--- src/rtl/gate_stim_seq.sv ---
`default_nettype none
// ============================================================================
// gate_stim_seq : sweeps (a,b) through 00..11 for the gate bank and
//                 counts response mismatches against the ideal truth table.
// Revision      : 1.0
// ============================================================================
module gate_stim_seq #(
  parameter int HOLD_W = 8,
  parameter int REP_W  = 4,
  parameter int ERR_W  = 8
) (
  input  logic              clk,
  input  logic              rst,
  input  logic              start,
  input  logic [HOLD_W-1:0] hold_cycles,
  input  logic [REP_W-1:0]  repeat_count,
  input  logic [6:0]        resp,
  output logic              a,
  output logic              b,
  output logic              vec_valid,
  output logic              busy,
  output logic              done,
  output logic [ERR_W-1:0]  err_count,
  output logic              fail_seen,
  output logic [1:0]        fail_vec
);

  typedef enum logic [1:0] {
    S_IDLE   = 2'd0,
    S_DRIVE  = 2'd1,
    S_SAMPLE = 2'd2,
    S_DONE   = 2'd3
  } state_t;

  localparam logic [ERR_W-1:0] ERR_MAX = '1;

  state_t            state;
  logic [HOLD_W-1:0] hold_lat;
  logic [HOLD_W-1:0] hold_cnt;
  logic [REP_W-1:0]  rep_lat;
  logic [REP_W-1:0]  sweep;
  logic [1:0]        vec;
  logic [6:0]        exp_resp;
  logic              mismatch;

  // Ideal {not,and,nand,or,nor,xor,xnor} of the vector currently applied.
  always_comb begin
    exp_resp = {~vec[1], vec[1] & vec[0], ~(vec[1] & vec[0]), vec[1] | vec[0],
                ~(vec[1] | vec[0]), vec[1] ^ vec[0], ~(vec[1] ^ vec[0])};
    mismatch = (resp != exp_resp);
  end

  always_ff @(posedge clk) begin
    if (rst) begin
      state     <= S_IDLE;
      hold_lat  <= '0;
      hold_cnt  <= '0;
      rep_lat   <= '0;
      sweep     <= '0;
      vec       <= 2'b00;
      a         <= 1'b0;
      b         <= 1'b0;
      vec_valid <= 1'b0;
      busy      <= 1'b0;
      done      <= 1'b0;
      err_count <= '0;
      fail_seen <= 1'b0;
      fail_vec  <= 2'b00;
    end else begin
      unique case (state)
        S_IDLE: begin
          done <= 1'b0;
          if (start) begin
            hold_lat  <= (hold_cycles == '0) ? HOLD_W'(1) : hold_cycles;
            rep_lat   <= (repeat_count == '0) ? REP_W'(1) : repeat_count;
            hold_cnt  <= '0;
            sweep     <= '0;
            vec       <= 2'b00;
            a         <= 1'b0;
            b         <= 1'b0;
            vec_valid <= 1'b1;
            busy      <= 1'b1;
            err_count <= '0;
            fail_seen <= 1'b0;
            fail_vec  <= 2'b00;
            state     <= S_DRIVE;
          end
        end

        S_DRIVE: begin
          if (hold_cnt == hold_lat - HOLD_W'(1)) begin
            hold_cnt <= '0;
            state    <= S_SAMPLE;
          end else begin
            hold_cnt <= hold_cnt + HOLD_W'(1);
          end
        end

        S_SAMPLE: begin
          if (mismatch) begin
            if (err_count != ERR_MAX) begin
              err_count <= err_count + ERR_W'(1);
            end
            if (!fail_seen) begin
              fail_seen <= 1'b1;
              fail_vec  <= vec;
            end
          end
          if (vec != 2'b11) begin
            vec      <= vec + 2'b01;
            {a, b}   <= vec + 2'b01;
            state    <= S_DRIVE;
          end else if (sweep == rep_lat - REP_W'(1)) begin
            a         <= 1'b0;
            b         <= 1'b0;
            vec_valid <= 1'b0;
            done      <= 1'b1;
            state     <= S_DONE;
          end else begin
            sweep  <= sweep + REP_W'(1);
            vec    <= 2'b00;
            {a, b} <= 2'b00;
            state  <= S_DRIVE;
          end
        end

        S_DONE: begin
          done  <= 1'b0;
          busy  <= 1'b0;
          state <= S_IDLE;
        end

        default: state <= S_IDLE;
      endcase
    end
  end

endmodule
`default_nettype wire

--- config.mk ---
export PLATFORM = sky130hd
export DESIGN_NAME = gate_stim_seq
export DESIGN_NICKNAME = d
export VERILOG_FILES = /design/src/rtl/gate_stim_seq.sv
export SDC_FILE = /design/constraint.sdc
export NUM_CORES = 1
export LEC_CHECK = 0
export ABC_AREA = 1
export BUFFER_PORTS_ARGS = -buffer_cell sky130_fd_sc_hd__buf_2
export CORE_MARGIN = 2
export CORE_UTILIZATION = 55
export CTS_BUF_LIST = sky130_fd_sc_hd__clkbuf_4 sky130_fd_sc_hd__clkbuf_8 sky130_fd_sc_hd__clkbuf_16
export DETAILED_ROUTE_END_ITERATION = 6
export PLACE_DENSITY_LB_ADDON = 0.25
export SYNTH_ARGS = -nofsm -noshare
export SYNTH_HDL_FRONTEND = slang
export SYNTH_SLANG_ARGS = --single-unit
--- constraint.sdc ---
create_clock -name clk -period 2.7 [get_ports clk]
set_input_delay 0.405 -clock clk [delete_from_list [all_inputs] [get_ports clk]]
set_output_delay 0.405 -clock clk [all_outputs]
set_load 0.03 [all_outputs]
[Yosys cells after proc, flatten, opt, wreduce, memory -nomap -nowiden]
Cells that the tools add are included.
Word-level totals
  output and inout bits: 16
  bits in registers: 44
  word-level logic and storage cells: 103
  input port bits: 22
Operators by class
  bitwise logic cells: 7
  muxes and demuxes: 39
  eq/ne operators: 17
  add/subtract/negate cells: 6
  reductions and logical operators: 20
Operators with widths (number)
  8-bit two-way mux: 5
  8-bit one-hot mux with 2 select lines: 2
  2-bit two-way mux: 9
  2-bit inequality test, second input constant: 9
  8-bit by 1-bit adder with 8-bit output, second input constant: 2
  4-bit two-way mux: 4
  4-bit AND reduction: 4
  1-bit one-hot mux with 2 select lines: 6
  2-bit AND reduction: 5
  1-bit two-way mux: 9
  3-bit AND reduction: 3
  8-bit == test: 1
  8-bit zero test: 1
  8-bit inequality test, second input constant: 1
  2-bit one-hot mux with 2 select lines: 2
  2-bit one-hot mux with 4 select lines: 1
  4-bit one-hot mux with 2 select lines: 1
  2-bit nonzero test: 4
  8-bit by 1-bit subtractor with 8-bit output, second input constant: 1
  7-bit inequality test: 1
  4-bit by 1-bit adder with 4-bit output, second input constant: 1
  2-bit == test, second input constant: 2
  4-bit == test: 1
  4-bit zero test: 1
  other kinds (10): 13

[Depth between registers and ports, before layout]
  word-level depth: 5
  depth in mapped cells: 15
  gate-level depth less buffers: 15

[Worst setup path before layout]
OpenSTA, ideal clock, no wires.
  path type: register -> register
  start point: register state[1]
  end point: register hold_cnt[6]
  clock period less this slack: 1724 ps
  required time: 2591 ps
  cell stages (with the launch flop): 12
  arrival time: 1614 ps
  buffers on the path: 0
  setup slack: 976 ps
  library setup time: 109 ps
  path through: dfxtp_1 inv_1 ha_1 o21ai_2 inv_2 nor2_4 nand3_2 nor3_2 xor2_1 nor2_1 nand2_1 inv_1
Between the ends
  cells in the longest elaborated chain, start to end: 3
  elaborated cells on any way between the ends: 6
  classes of those cells: 2 x eq/ne; 1 x mux; 3 x reduce/logical
Ends and longest elaborated chain
  from (decl): RTL line 37  | state_t state;
  from (signal assigned): RTL line 55  | state <= S_IDLE;
  from (signal assigned): RTL line 86  | state <= S_DRIVE;
  from (signal assigned): RTL line 93  | state <= S_SAMPLE;
  2-bit by 1-bit == test with 1-bit output / 2-bit zero test (equally long branches): RTL line 70  | unique case (state)
  2-bit nonzero test (no source line) / 2-bit inequality test (equally long branches)
  2-bit AND reduction (no source line)
  to (signal assigned): RTL line 95  | hold_cnt <= hold_cnt + HOLD_W'(1);
  to (decl): RTL line 39  | logic [HOLD_W-1:0] hold_cnt;
Several ways; a longest one is shown, not always the timed one.
A chain may end at the register's enable or synchronous reset.

[Worst setup path after layout]
  start point: register state[0]
  end point: register hold_cnt[6]
The elaborated chain is that of the path after synthesis.

==> run metrics <==
total routing usage reported by global routing 22.6%; placed instance count 456; peak supply drop 0.000373 V; clock root buffer sky130_fd_sc_hd__clkbuf_8; hold_sp repeat_count[0]; clock insertion delay at the later pin of the skew report 0.30 ns; clock transition at the register clock pins on the worst setup and hold paths after CTS 0.09 ns; Std-Cell Core Area 4410 um^2; CTS tree done; category of the worst setup path launch point flip-flop; Compound-Gate Fraction of Synth Area 12.7%; vertical die dimension 72.0 um; Min-Delay Path Depth 3; number of slew-limit violations in the final report 0; max-cap check violation count 0; DRC violations left 0; Hold Crit Class input pin to flip-flop; number of vias in the routed layout 2351; FF-to-FF setup slack 0.60 ns; vias in the first global route 2158; clock network fraction of total power 19.8%; worst reg2reg path endpoint hold_cnt[6]$_SDFFE_PP0P_; internal power 1270 uW; status completed; clock buffer count from CTS 5; number of diodes 0; fraction of layout instances using a drive strength above 1 16.0%; violation count after the first detailed-routing iteration 66; Reg power frac 37.7%; post-synthesis cell area 2540 um^2; die area 5180 um^2; endpoint kind of the worst setup timing path flip-flop; Longest Clk Path Bufs 2; combinational family with the most area after synthesis simple AND/OR/NAND/NOR gates; switching power 942 uW; fill cell count 416; mux cell area share after synthesis 0%; aggregate routed wire length 5290 um; row cnt 24; Detailed Place HPWL 4060 um; endpoint with the worst hold slack rep_lat[0]$_SDFFE_PP0P_; area share of and/or/nand/nor cells after synthesis 31.1%; GR Overflow Total 0; Final Hold Fails 0; setup fix buffers added after clock tree synthesis 0; max-slew headroom at the worst pin 72.0%; initial standard-cell utilization of the core 57.5%; slew at the pin closest to its max-slew limit 0.420 ns; pin count of the biggest net entering global routing 25; Synth Register Bits 44; x dimension of the die 72.0 um; antenna violations before repair 0; library cells used by synthesis 33; signed area change from the synthesized netlist to the final layout 12.9%; weighted congestion at the end of routability-driven global placement 0.844; Post-Synthesis Net Count 405; Non-Filler Instances 464; critical path fanouts, max 24; Comb pwr share 42.4%; switching share of power 42.6%; average routed wire per standard cell 11.4 um; area share of xor/xnor cells in the synthesized design 5.86%; synthesized-area fraction occupied by adder cells 5.42%; total setup violations reported at the end of the flow 0; number of I/O pins 38; number of nets in the final layout 444; time the worst path needs with I/O delays and setup 2.10 ns; power density cells 771 nW/um^2; worst clock skew 0.00670 ns; Min Hold Slack 0.372 ns; port bufs 37; data arrival at the endpoint of the critical path 2.31 ns; number of clock sinks 44; post-synthesis sequential area ratio 34.7%; synthesized instance count 372; leakage power 0.00139 uW; period utilization 77.9%; average via count per standard cell 5.07; setup repair after global routing missed its margin false; highest clock rate 476 MHz; CP Class flip-flop to flip-flop; number of H-tree levels 2; wire length of the first global-routing pass 9220 um; origin of the critical flop-to-flop path state[0]$_SDFFE_PP0P_; Sum Neg Setup Slack 0 ns; worst-case reg-to-reg path depth 12; Syn. warnings 0; Req. time, crit path 2.91 ns; hold_buf cts 0; number of iterations in the first detailed-routing pass 4; number of gates given a new drive strength after cts 0; mean instance size in the synthesized netlist 6.83 um^2; Routed Antenna Nets 0
## flip-flops by register name, summed over array words and instances, names as in the netlist, 2 cells and up
signal     count
fail_vec       2
hold_lat       8
vec            2
hold_cnt       8
err_count      8
rep_lat        4
sweep          4
state          2
## Yosys cell counts, drive strengths merged
| library cell | number | share of area [%] |
|---|---|---|
| a211oi | 3 | 0.89 |
| nor2 | 38 | 6.2 |
| nand3 | 34 | 7.3 |
| nor3 | 8 | 2.2 |
| nor4 | 1 | 0.25 |
| ha | 11 | 5.4 |
| a21oi | 29 | 5.7 |
| buf | 2 | 0.49 |
| a221oi | 1 | 0.34 |
| o21ai | 23 | 4.8 |
| o211a | 1 | 0.39 |
| clkbuf | 4 | 0.59 |
| o21a | 1 | 0.30 |
| dfxtp | 44 | 35 |
| nor3b | 1 | 0.30 |
| a31oi | 1 | 0.25 |
| xor2 | 11 | 3.8 |
| inv | 62 | 9.2 |
| or2 | 2 | 0.49 |
| nand4 | 3 | 1.3 |
| xnor2 | 6 | 2.1 |
| nand2 | 86 | 13 |
## worst max-delay path by stage
stage	cells past startpoint	start	slack [ns]	endpoint
2_1_floorplan	11	state[1]$_SDFFE_PP0P_	0.98	hold_cnt[6]$_SDFFE_PP0P_
3_3_place_gp	12	state[1]$_SDFFE_PP0P_	0.71	hold_cnt[6]$_SDFFE_PP0P_
3_5_place_dp	12	state[0]$_SDFFE_PP0P_	0.60	hold_cnt[6]$_SDFFE_PP0P_
4_1_cts	12	state[0]$_SDFFE_PP0P_	0.59	hold_cnt[6]$_SDFFE_PP0P_
5_1_grt	12	state[1]$_SDFFE_PP0P_	0.39	hold_cnt[6]$_SDFFE_PP0P_
6_report	12	state[0]$_SDFFE_PP0P_	0.60	hold_cnt[6]$_SDFFE_PP0P_
## routing by layer
layer	GRT usage [%]	up-vias	routed length, um
met3	4.58	5	234
met4	8.18	0	64
met5	0	-	0
met1	27.9	1034	2490
met2	39.1	48	2500
li1	-	1264	-
## metrics by stage
stage | cell area (um^2) | setup WS (ns) | total power (uW) | util, %
after floorplan | 2540 | 0.976 | 1580 | -
after CTS | 2870 | 0.592 | 2230 | 65.0
after detailed placement | 2770 | 0.604 | 1780 | 62.8
final | 2870 | 0.597 | 2210 | 65.0
after global placement | 2770 | 0.709 | 1760 | 62.8
after global routing | 2870 | 0.394 | 2410 | 65.0
## placed cells by master, fill, tap and decap left out, types with 3 or more instances in the layout
cell type,n
sky130_fd_sc_hd__nand2_1,83
sky130_fd_sc_hd__inv_1,56
sky130_fd_sc_hd__dfxtp_1,44
sky130_fd_sc_hd__buf_2,37
sky130_fd_sc_hd__nor2_1,36
sky130_fd_sc_hd__nand3_1,31
sky130_fd_sc_hd__a21oi_1,29
sky130_fd_sc_hd__o21ai_0,18
sky130_fd_sc_hd__xor2_1,11
sky130_fd_sc_hd__ha_1,11
sky130_fd_sc_hd__inv_2,6
sky130_fd_sc_hd__nor3_1,6
sky130_fd_sc_hd__xnor2_1,6
sky130_fd_sc_hd__clkbuf_8,6
sky130_fd_sc_hd__nand2_2,3
sky130_fd_sc_hd__a211oi_1,3
sky130_fd_sc_hd__o21ai_1,3
sky130_fd_sc_hd__nand3_2,3
## cell families (layout without fill, tap and decap cells)
group                    Yosys count  in the layout
flip-flops                        44             44
AND/OR/NAND/NOR                  173            173
adder cells (fa/ha/maj)           11             11
AO/OA/AOI/OAI                     59             59
buffers and inverters             68            108
XOR/XNOR                          17             17
## area by class of cell
cell class              count  area, um^2  share of cell area [%]
flip-flops and latches     44         881                    30.7
clock inverters             2        15.0                   0.524
repair buffers             38         193                    6.72
well taps                  52        65.1                    2.27
inverters                  62         233                    8.12
clock buffers               6        82.6                    2.88
multi-input cells         260        1400                    48.8
## power groups by stage
| stage | sequential [uW] | clock [uW] | combinational, uW |
|---|---|---|---|
| after floorplan | 864 | 0 | 712 |
| after global placement | 842 | 0 | 915 |
| after detailed placement | 846 | 0 | 937 |
| after CTS | 833 | 456 | 943 |
| after global routing | 850 | 484 | 1080 |
| final | 834 | 438 | 939 |
## critical path, cell delays in order (launching register included)
cell and delay [ns]:
sky130_fd_sc_hd__dfxtp_1 0.35, sky130_fd_sc_hd__inv_1 0.12, sky130_fd_sc_hd__ha_1 0.29, sky130_fd_sc_hd__nand2_2 0.28, sky130_fd_sc_hd__o21ai_2 0.23, sky130_fd_sc_hd__inv_2 0.10
sky130_fd_sc_hd__nor2_4 0.11, sky130_fd_sc_hd__nand3_2 0.09, sky130_fd_sc_hd__nor3_2 0.14, sky130_fd_sc_hd__xor2_1 0.16, sky130_fd_sc_hd__nor2_1 0.05, sky130_fd_sc_hd__nand2_1 0.07
sky130_fd_sc_hd__inv_1 0.04
Note: power is estimated with default switching activity, not from simulation.
